[src/rtl/comp_pkg.sv]
// Shared types and constants for the sequential magnitude comparator.
// Result encoding is one-hot {lt, eq, gt}; all-zero means "no result".
package comp_pkg;

    typedef enum logic [1:0] {
        IDLE = 2'd0,
        SCAN = 2'd1,
        DONE = 2'd2
    } state_t;

    localparam logic [2:0] CMP_LT   = 3'b100;
    localparam logic [2:0] CMP_EQ   = 3'b010;
    localparam logic [2:0] CMP_GT   = 3'b001;
    localparam logic [2:0] CMP_NONE = 3'b000;

    function automatic int calc_ndig(input int width, input int digit);
        return width / digit;
    endfunction

    // Index register keeps at least one bit even when there is a single slice.
    function automatic int calc_idx_w(input int ndig);
        return (ndig > 1) ? $clog2(ndig) : 1;
    endfunction

endpackage

[src/rtl/cmp_digit.sv]
// Combinational unsigned compare of one DIGIT-bit slice.
module cmp_digit #(
    parameter int DIGIT = 4
) (
    input  logic [DIGIT-1:0] i_a,
    input  logic [DIGIT-1:0] i_b,
    output logic             o_lt,
    output logic             o_eq,
    output logic             o_gt
);

    assign o_lt = (i_a <  i_b);
    assign o_eq = (i_a == i_b);
    assign o_gt = (i_a >  i_b);

endmodule

[src/rtl/seq_mag_compare.sv]
// MSB-first slice-serial magnitude comparator with signed/unsigned mode,
// optional early exit and valid/ready handshakes on both sides.
module seq_mag_compare
    import comp_pkg::*;
#(
    parameter int WIDTH      = 16,
    parameter int DIGIT      = 4,
    parameter int EARLY_EXIT = 1
) (
    input  logic                            clk,
    input  logic                            rst,
    input  logic                            in_valid,
    output logic                            in_ready,
    input  logic [WIDTH-1:0]                in_a,
    input  logic [WIDTH-1:0]                in_b,
    input  logic                            in_signed,
    output logic                            out_valid,
    input  logic                            out_ready,
    output logic                            out_lt,
    output logic                            out_eq,
    output logic                            out_gt,
    output logic [$clog2(WIDTH/DIGIT):0]    out_cycles
);

    localparam int NDIG = calc_ndig(WIDTH, DIGIT);
    localparam int IW   = calc_idx_w(NDIG);
    localparam int CW   = $clog2(NDIG) + 1;
    localparam logic [WIDTH-1:0] ONE_W    = WIDTH'(1);
    localparam logic [WIDTH-1:0] MSB_MASK = ONE_W << (WIDTH - 1);

    state_t           r_state;
    logic [WIDTH-1:0] r_a;
    logic [WIDTH-1:0] r_b;
    logic [IW-1:0]    r_idx;
    logic [2:0]       r_res;
    logic [2:0]       r_held;
    logic             r_found;
    logic [CW-1:0]    r_cycles;
    logic             r_valid;

    logic [WIDTH-1:0] w_mask;
    logic [WIDTH-1:0] w_load_a;
    logic [WIDTH-1:0] w_load_b;
    logic [DIGIT-1:0] w_slice_a;
    logic [DIGIT-1:0] w_slice_b;
    logic             w_lt;
    logic             w_eq;
    logic             w_gt;
    logic [2:0]       w_verdict;

    // Signed operands become offset-binary so the unsigned slice compare is exact.
    assign w_mask    = in_signed ? MSB_MASK : {WIDTH{1'b0}};
    assign w_load_a  = in_a ^ w_mask;
    assign w_load_b  = in_b ^ w_mask;
    assign w_slice_a = r_a[int'(r_idx) * DIGIT +: DIGIT];
    assign w_slice_b = r_b[int'(r_idx) * DIGIT +: DIGIT];

    cmp_digit #(.DIGIT(DIGIT)) u_cmp_digit (
        .i_a  (w_slice_a),
        .i_b  (w_slice_b),
        .o_lt (w_lt),
        .o_eq (w_eq),
        .o_gt (w_gt)
    );

    assign w_verdict = w_lt ? CMP_LT : (w_gt ? CMP_GT : CMP_EQ);

    // Upstream ready: free in IDLE, follows the consumer while a result is pending.
    always_comb begin
        in_ready = 1'b0;
        case (r_state)
            IDLE:    in_ready = 1'b1;
            SCAN:    in_ready = 1'b0;
            DONE:    in_ready = out_ready;
            default: in_ready = 1'b0;
        endcase
    end

    // Control FSM, operand/index registers and result/cycle registers.
    always_ff @(posedge clk or posedge rst) begin
        if (rst) begin
            r_state  <= IDLE;
            r_a      <= {WIDTH{1'b0}};
            r_b      <= {WIDTH{1'b0}};
            r_idx    <= {IW{1'b0}};
            r_res    <= CMP_NONE;
            r_held   <= CMP_NONE;
            r_found  <= 1'b0;
            r_cycles <= {CW{1'b0}};
            r_valid  <= 1'b0;
        end else begin
            case (r_state)
                IDLE: begin
                    if (in_valid) begin
                        r_a      <= w_load_a;
                        r_b      <= w_load_b;
                        r_idx    <= IW'(NDIG - 1);
                        r_found  <= 1'b0;
                        r_held   <= CMP_NONE;
                        r_cycles <= {CW{1'b0}};
                        r_state  <= SCAN;
                    end
                end
                SCAN: begin
                    r_cycles <= r_cycles + CW'(1);
                    if (!w_eq && (EARLY_EXIT != 0)) begin
                        r_res   <= w_verdict;
                        r_valid <= 1'b1;
                        r_state <= DONE;
                    end else if (r_idx == {IW{1'b0}}) begin
                        r_res   <= r_found ? r_held : w_verdict;
                        r_valid <= 1'b1;
                        r_state <= DONE;
                    end else begin
                        // Without early exit only the first unequal slice decides.
                        if (!r_found && !w_eq) begin
                            r_found <= 1'b1;
                            r_held  <= w_verdict;
                        end
                        r_idx <= r_idx - IW'(1);
                    end
                end
                DONE: begin
                    if (out_ready) begin
                        r_valid <= 1'b0;
                        r_res   <= CMP_NONE;
                        if (in_valid) begin
                            r_a      <= w_load_a;
                            r_b      <= w_load_b;
                            r_idx    <= IW'(NDIG - 1);
                            r_found  <= 1'b0;
                            r_held   <= CMP_NONE;
                            r_cycles <= {CW{1'b0}};
                            r_state  <= SCAN;
                        end else begin
                            r_state <= IDLE;
                        end
                    end
                end
                default: begin
                    r_state <= IDLE;
                    r_valid <= 1'b0;
                    r_res   <= CMP_NONE;
                end
            endcase
        end
    end

    assign out_valid  = r_valid;
    assign out_lt     = r_res[2];
    assign out_eq     = r_res[1];
    assign out_gt     = r_res[0];
    assign out_cycles = r_cycles;

endmodule
[config.mk]
export PLATFORM = sky130hd
export DESIGN_NAME = seq_mag_compare
export DESIGN_NICKNAME = d
export VERILOG_FILES = /design/src/rtl/comp_pkg.sv /design/src/rtl/cmp_digit.sv /design/src/rtl/seq_mag_compare.sv
export SDC_FILE = /design/constraint.sdc
export NUM_CORES = 1
export LEC_CHECK = 0
export BUFFER_PORTS_ARGS = -buffer_cell sky130_fd_sc_hd__buf_4
export CAP_MARGIN = 10
export CORE_ASPECT_RATIO = 0.9
export CORE_MARGIN = 3
export CORE_UTILIZATION = 54
export CTS_CLUSTER_SIZE = 8
export DETAILED_ROUTE_END_ITERATION = 12
export PLACE_DENSITY = 0.88
export SYNTH_ARGS = -nofsm -noshare
export SYNTH_HDL_FRONTEND = slang
export SYNTH_SLANG_ARGS = --single-unit
export TNS_END_PERCENT = 100
[constraint.sdc]
create_clock -name clk -period 2.7 [get_ports clk]
set_input_delay 0.27 -clock clk [delete_from_list [all_inputs] [get_ports clk]]
set_output_delay 0.27 -clock clk [all_outputs]
set_load 0.005 [all_outputs]
After elaboration in Yosys (flattened, before gate mapping)
Index checks and enable logic that the tools add are counted.
{"block": "word_totals", "register_bits": 47, "input_bits": 37, "output_inout_bits": 8, "wordCells": 85}
{"block": "classes", "n_addsub": 2, "n_lt_le_gt_ge": 2, "eq_ne": 9, "n_shift": 2, "mux": 45, "bitwise_logic": 3, "reduce_logical": 13}
{"cell": "16-bit 2-to-1 mux", "n": 5}
{"cell": "16-bit one-hot mux with 2 select lines", "n": 2}
{"cell": "3-bit 2-to-1 mux", "n": 12}
{"cell": "16-bit by 5-bit variable part select with 4-bit output", "n": 2}
{"cell": "16-bit bitwise XOR", "n": 2}
{"cell": "3-bit one-hot mux with 3 select lines", "n": 3}
{"cell": "2-bit 2-to-1 mux", "n": 9}
{"cell": "2-bit one-hot mux with 3 select lines", "n": 2}
{"cell": "2-bit != test, second input constant", "n": 5}
{"cell": "1-bit 2-to-1 mux", "n": 9}
{"cell": "1-bit one-hot mux with 3 select lines", "n": 2}
{"cell": "3-bit AND reduction", "n": 2}
{"cell": "5-bit AND reduction", "n": 1}
{"cell": "4-bit == test", "n": 1}
{"cell": "4-bit > comparator", "n": 1}
{"cell": "2-bit logical NOT", "n": 2}
{"cell": "4-bit < comparator", "n": 1}
{"cell": "2-bit AND reduction", "n": 2}
{"cell": "4-bit AND reduction", "n": 1}
{"cell": "3-bit by 1-bit adder with 3-bit output, second input constant", "n": 1}
{"cell": "3-bit != test, second input constant", "n": 1}
{"cell": "3-bit nonzero test", "n": 1}
{"cell": "2-bit by 1-bit == test with 1-bit output, second input constant", "n": 1}
{"cell": "2-bit == test, second input constant", "n": 1}
{"cell": "6 further kinds", "n": 7}

Longest topological paths before layout
{"block": "logic_depth", "ltp_word": 8, "mapped_depth": 8, "depth_no_buf": 7}

Hierarchy
A second synthesis with hierarchy kept.
{"block": "unflattened", "hier_cells": 157, "area_unflattened_um2": 2200.9}
{"mod": "seq_mag_compare", "instances": 1, "cells_each": 141, "area_per_inst_um2": 2072.0, "seq_area_each_um2": 1176.1}
{"mod": "cmp_digit", "instances": 1, "cells_each": 16, "area_per_inst_um2": 128.9, "seq_area_each_um2": 0.0}

Least setup slack after synthesis
No wires, ideal clock.
{"block": "synth_path", "kind": "reg2reg", "start": "register r_idx[0]", "end": "register r_res[1]", "setup_ns": 0.122, "t_arrival_ns": 2.016, "required_time_ns": 2.578, "path_slack_ns": 0.562, "stages_incl_launch_ff": 8, "n_path_buf": 1, "period_less_slack_ns": 2.138, "cell_sequence": "dfrtp_1 -> buf_4 -> mux4_2 -> ha_1 -> nor2b_1 -> o211ai_1 -> a31oi_1 -> a32o_1"}
{"block": "synth_via", "elab_chain_cells": 8, "elab_cells_between_ends": 14, "classes_between": "order compare: 2; eq/ne: 2; shift: 2; mux: 6; reduce/logical: 2"}
{"element": "start, declared", "line_no": "seq_mag_compare.sv:34", "text": "logic [IW-1:0] r_idx;"}
{"element": "start signal, assigned", "line_no": "seq_mag_compare.sv:85", "text": "r_idx <= {IW{1'b0}};"}
{"element": "start signal, assigned", "line_no": "seq_mag_compare.sv:97", "text": "r_idx <= IW'(NDIG - 1);"}
{"element": "start signal, assigned", "line_no": "seq_mag_compare.sv:120", "text": "r_idx <= r_idx - IW'(1);"}
{"element": "16-bit by 5-bit variable part select with 4-bit output, on equally long branches", "line_no": "seq_mag_compare.sv:55, seq_mag_compare.sv:56"}
{"element": "4-bit > comparator", "line_no": "cmp_digit.sv:14", "text": "assign o_gt = (i_a > i_b);"}
{"element": "2-bit 2-to-1 mux", "line_no": "seq_mag_compare.sv:66", "text": "assign w_verdict = w_lt ? CMP_LT : (w_gt ? CMP_GT : CMP_EQ);"}
{"element": "3-bit 2-to-1 mux", "line_no": "seq_mag_compare.sv:66"}
{"element": "3-bit 2-to-1 mux", "line_no": "seq_mag_compare.sv:111", "text": "r_res <= r_found ? r_held : w_verdict;"}
{"element": "3-bit 2-to-1 mux", "line_no": "seq_mag_compare.sv:110", "text": "end else if (r_idx == {IW{1'b0}}) begin"}
{"element": "3-bit 2-to-1 mux", "line_no": "seq_mag_compare.sv:106", "text": "if (!w_eq && (EARLY_EXIT != 0)) begin"}
{"element": "3-bit one-hot mux with 3 select lines", "line_no": "seq_mag_compare.sv:92", "text": "case (r_state)"}
{"element": "end signal, assigned", "line_no": "seq_mag_compare.sv:107", "text": "r_res <= w_verdict;"}
{"element": "end signal, assigned", "line_no": "seq_mag_compare.sv:111"}
{"element": "end, declared", "line_no": "seq_mag_compare.sv:35", "text": "logic [2:0] r_res;"}
Several ways; a longest one is shown, not always the timed one. The select of a mux whose other input is x is not followed.
A chain may end at the register's enable or synchronous reset.

Worst setup path after layout
{"block": "layout_path", "start": "register r_idx[0]", "end": "register r_idx[0]"}
{"block": "layout_via", "elab_chain_cells": 4, "elab_cells_between_ends": 13, "classes_between": "add/sub: 1; eq/ne: 3; shift: 2; mux: 5; reduce/logical: 2"}
{"element": "16-bit by 5-bit variable part select with 4-bit output (tied with other cells)", "line_no": "seq_mag_compare.sv:55", "text": "assign w_slice_a = r_a[int'(r_idx) * DIGIT +: DIGIT];"}
{"element": "4-bit == test / 2-bit 2-to-1 mux (equally long branches)", "line_no": "cmp_digit.sv:13, seq_mag_compare.sv:110"}
{"element": "2-bit != test (no line) / 2-bit 2-to-1 mux (equally long branches)"}
{"element": "4-bit AND reduction (no line) / 2-bit one-hot mux with 3 select lines (equally long branches)"}
Several ways; a longest one is shown, not always the timed one. The select of a mux whose other input is x is not followed.

==> out/results.txt <==
Of all nets on the critical path, the largest fanout is 6. The path class of the tightest hold or removal check is input port to flop. For the total routed wirelength, the log shows 4.47 mm. For the final instance count without filler cells, the log shows 322. Each instance of the synthesized netlist takes up on average 9.94 um^2. Entering global routing, the biggest net connects 39 pins. The post-synthesis instance total was 228; the growth of design area from synthesis to finish was 20.2%. For the number of DRC violations after detailed-routing iteration 0, the log shows 87. For this design the ratio of total power to cell area is 1030 mW/mm^2. Buffers plus inverters on the worst setup path: 1.

Synthesis inferred 47 register bits. In this run the register-to-register setup slack is 0.30 ns. The number of fill cells in the layout came out at 302. The tools report the clock latency on the worst-skew pair as 0.30 ns. The die width is 74.3 um, and the data arrival time of the critical path is 2.62 ns. The tools report the global-route track usage on met3 as 0.0595.

The total via count in the routed design is 1703. Register area share after synthesis: 0.519. When the netlist entered floorplanning its net count stood at 271. The total leakage power is 1.43 nW, and the worst relative slew slack is 0.465.

Most heavily used metal layer in global routing: met2. The tools report the final RePlAce weighted congestion as 0.803. The core region is 0.00389 mm^2. In this run the post-CTS setup repair buffer count came out at 0.

Setup repair after global routing left no endpoint under its margin. The tools report the total global routing track utilization as 0.202. The standard-cell row count was 21; the number of nets at the end of the flow was 318. Registers take 0.00118 mm^2.

The clock period minus final worst setup slack was 2.40 ns; the delay of the slowest critical-path stage was 0.50 ns. The library cell used most frequently in the layout, excluding fill and tap cells, is sky130_fd_sc_hd__nand2_1. The number of CTS-inserted buffers is 5.

The per-cell routed wire length was 13.9 um; the number of clock sinks seen by CTS was 47. TritonCTS built the clock tree. The kind of cell adding the most delay to the critical path is simple AND/OR/NAND/NOR gates. The timing-limited maximum frequency was 0.417 GHz. The slowest stage of the critical path belongs to the cell sky130_fd_sc_hd__mux4_2. The repair_antennas step left the layout with diodes totalling 0. Counting along the longest clock path gives a buffer depth of 2.

The final count of pins violating max slew was 0. The post-CTS clock slew at the launch and capture registers of the worst setup and hold paths is 0.08 ns. The fraction of final layout cells sized beyond drive strength 1 was 0.293; the number of failing hold endpoints at the final stage was 0. Traced cell by cell, the critical path runs through buf_4, mux4_2, ha_1, nand4_1, nor3_2, nor3_1, a21oi_1.

After detailed routing, the number of vias per cell comes to 5.29. The tools report the placed wire-length estimate after detailed placement as 3.15 mm. Between clock sinks in the finished design, the worst skew comes to 0.00296 ns. The data required time at the worst endpoint is 2.92 ns, and the number of levels the H-tree was split into is 2. The floorplan step set the die height to 67.5 um. The die covers 0.00501 mm^2.

Across the VDD grid, the largest voltage drop is 0.511 mV. The number of maximum-capacitance violations was 0. The type of origin of the critical path is a flop. The via count of the first global-routing pass came out at 1670.

The top cell types in the final layout, fill and taps aside, are 88 x sky130_fd_sc_hd__nand2_1, 49 x sky130_fd_sc_hd__buf_4, 46 x sky130_fd_sc_hd__dfrtp_1. The tightest hold path in the finished design has a slack of 0.154 ns. The tools report the met1 demand-to-capacity share in global routing as 0.292.

In the routed design, unresolved DRC markers number 0. For the pin with the worst max-slew slack, the measured transition is 0.803 ns. The boundary pin count was 45; the portion of the clock cycle consumed by the worst path in the final layout was 0.888. In the final layout, the multi-input gates occupy 957 um^2. Count of unique library cells instantiated by Yosys: 36. The mapped netlist covers 0.00227 mm^2.

Setup total negative slack on the finished layout was measured at 0 ns. The tools report the CTS root buffer as sky130_fd_sc_hd__clkbuf_8. In this run, placement finished with an instance count of 313. The flow ran to the end, and the final reports show no timing, DRC or antenna violations. The logs give 0.299 for the global-route track usage on met2 and 0.583 for the initial core utilization. The detail route stage leaves a number of antenna-violating nets equal to 0. The sum of overflow across all layers after global routing came out at 0.

The count of warnings emitted by yosys is 0, and the detailed-router iteration count before antenna repair is 4. The number of I/O port buffers was 44. The initial antenna violation count is 0. The class of the most critical setup path was flop to flop.

Setup violations remaining at the end of the flow were counted as 0. The first global-routing pass estimated 7.53 mm of wire. The worst setup path is captured at a flop.
## cells in the mapped netlist (all sizes together)
cell type	n	area (um^2)
nand2	98	393
dfrtp	47	1180
buf	10	96.3
inv	10	37.5
mux4	8	180
o21ai	8	40.0
ha	6	75.1
nand3	6	30.0
nor2	6	27.5
a21oi	4	20.0
and2	3	18.8
nor3	3	20.0
o211ai	2	20.0
o21a	2	15.0
xnor2	2	17.5
a211o	1	8.76
a31oi	1	6.26
a32o	1	10.0
a32oi	1	8.76
and2b	1	7.51
and3	1	6.26
and4	1	8.76
nand2b	1	6.26
nand4	1	6.26
nor2b	1	6.26
o211a	1	10.0
or2	1	6.26
xor2	1	8.76
## logic make-up after synthesis
group	after synthesis	synth area share
xor+xnor	3	0.0116
buf+inv	20	0.0590
flops	47	0.519
compound gates	21	0.0613
simple gates	123	0.237
mux	8	0.0795
fa+ha+maj	6	0.0331
## flip-flops by register name, indices dropped and copies added (netlist names)
name        cells
r_idx           2
r_res           3
out_valid       1
r_state         2
r_b            16
r_found         1
out_cycles      3
r_a            16
r_held          3
## stage by stage
stage | power (W) | area, um^2 | utilization | setup slack [ns]
2_1_floorplan | 0.00199 | 2270 | - | 0.562
3_3_place_gp | 0.00220 | 2600 | 0.668 | 0.367
3_5_place_dp | 0.00227 | 2600 | 0.668 | 0.212
4_1_cts | 0.00281 | 2720 | 0.700 | 0.169
5_1_grt | 0.00303 | 2730 | 0.701 | 0.0653
6_report | 0.00280 | 2730 | 0.701 | 0.303
## per-layer routing
layer | up-vias | routed length [um]
met5 | - | 0
met4 | 0 | 48
met3 | 6 | 287
met2 | 59 | 2080
met1 | 801 | 2050
li1 | 837 | -
## worst paths after layout
check,start,end,cells past startpoint
worst max-delay path,r_idx[0],r_idx[0],7
worst min-delay path,in_a[7],r_a[7],3
worst max register to register,r_idx[0],r_idx[0],7
worst min register to register,r_b[2],r_b[2],2
max in group asynchronous,rst,r_idx[0],4
min in group asynchronous,rst,r_a[3],3
## what timing repair did
item,CTS,global route
endpoints found under the hold margin,13,0
gates resized for setup,0,1
hold buffers,1,0
endpoints found under the setup margin,0,3
## power breakdown
group          internal (W)  switching (W)  total (W)
clock network      0.000300       0.000232   0.000532
logic              0.000518       0.000568    0.00109
registers          0.000988       0.000188    0.00118
## layout make-up
class	count	share of cell area
timing repair buffer	50	0.139
inverter	10	0.0138
clock inverter	2	0.0129
sequential	47	0.432
multi-input combinational	161	0.351
clock buffer	6	0.0303
tap	46	0.0211
## worst register-to-register path, stage by stage, from the launching register on
cell                      delay (ns)
sky130_fd_sc_hd__dfrtp_2        0.48
sky130_fd_sc_hd__buf_4          0.21
sky130_fd_sc_hd__mux4_2         0.50
sky130_fd_sc_hd__ha_1           0.34
sky130_fd_sc_hd__nand4_1        0.18
sky130_fd_sc_hd__nor3_2         0.36
sky130_fd_sc_hd__nor3_1         0.10
sky130_fd_sc_hd__a21oi_1        0.16
Note: power is estimated with default switching activity, not from simulation.
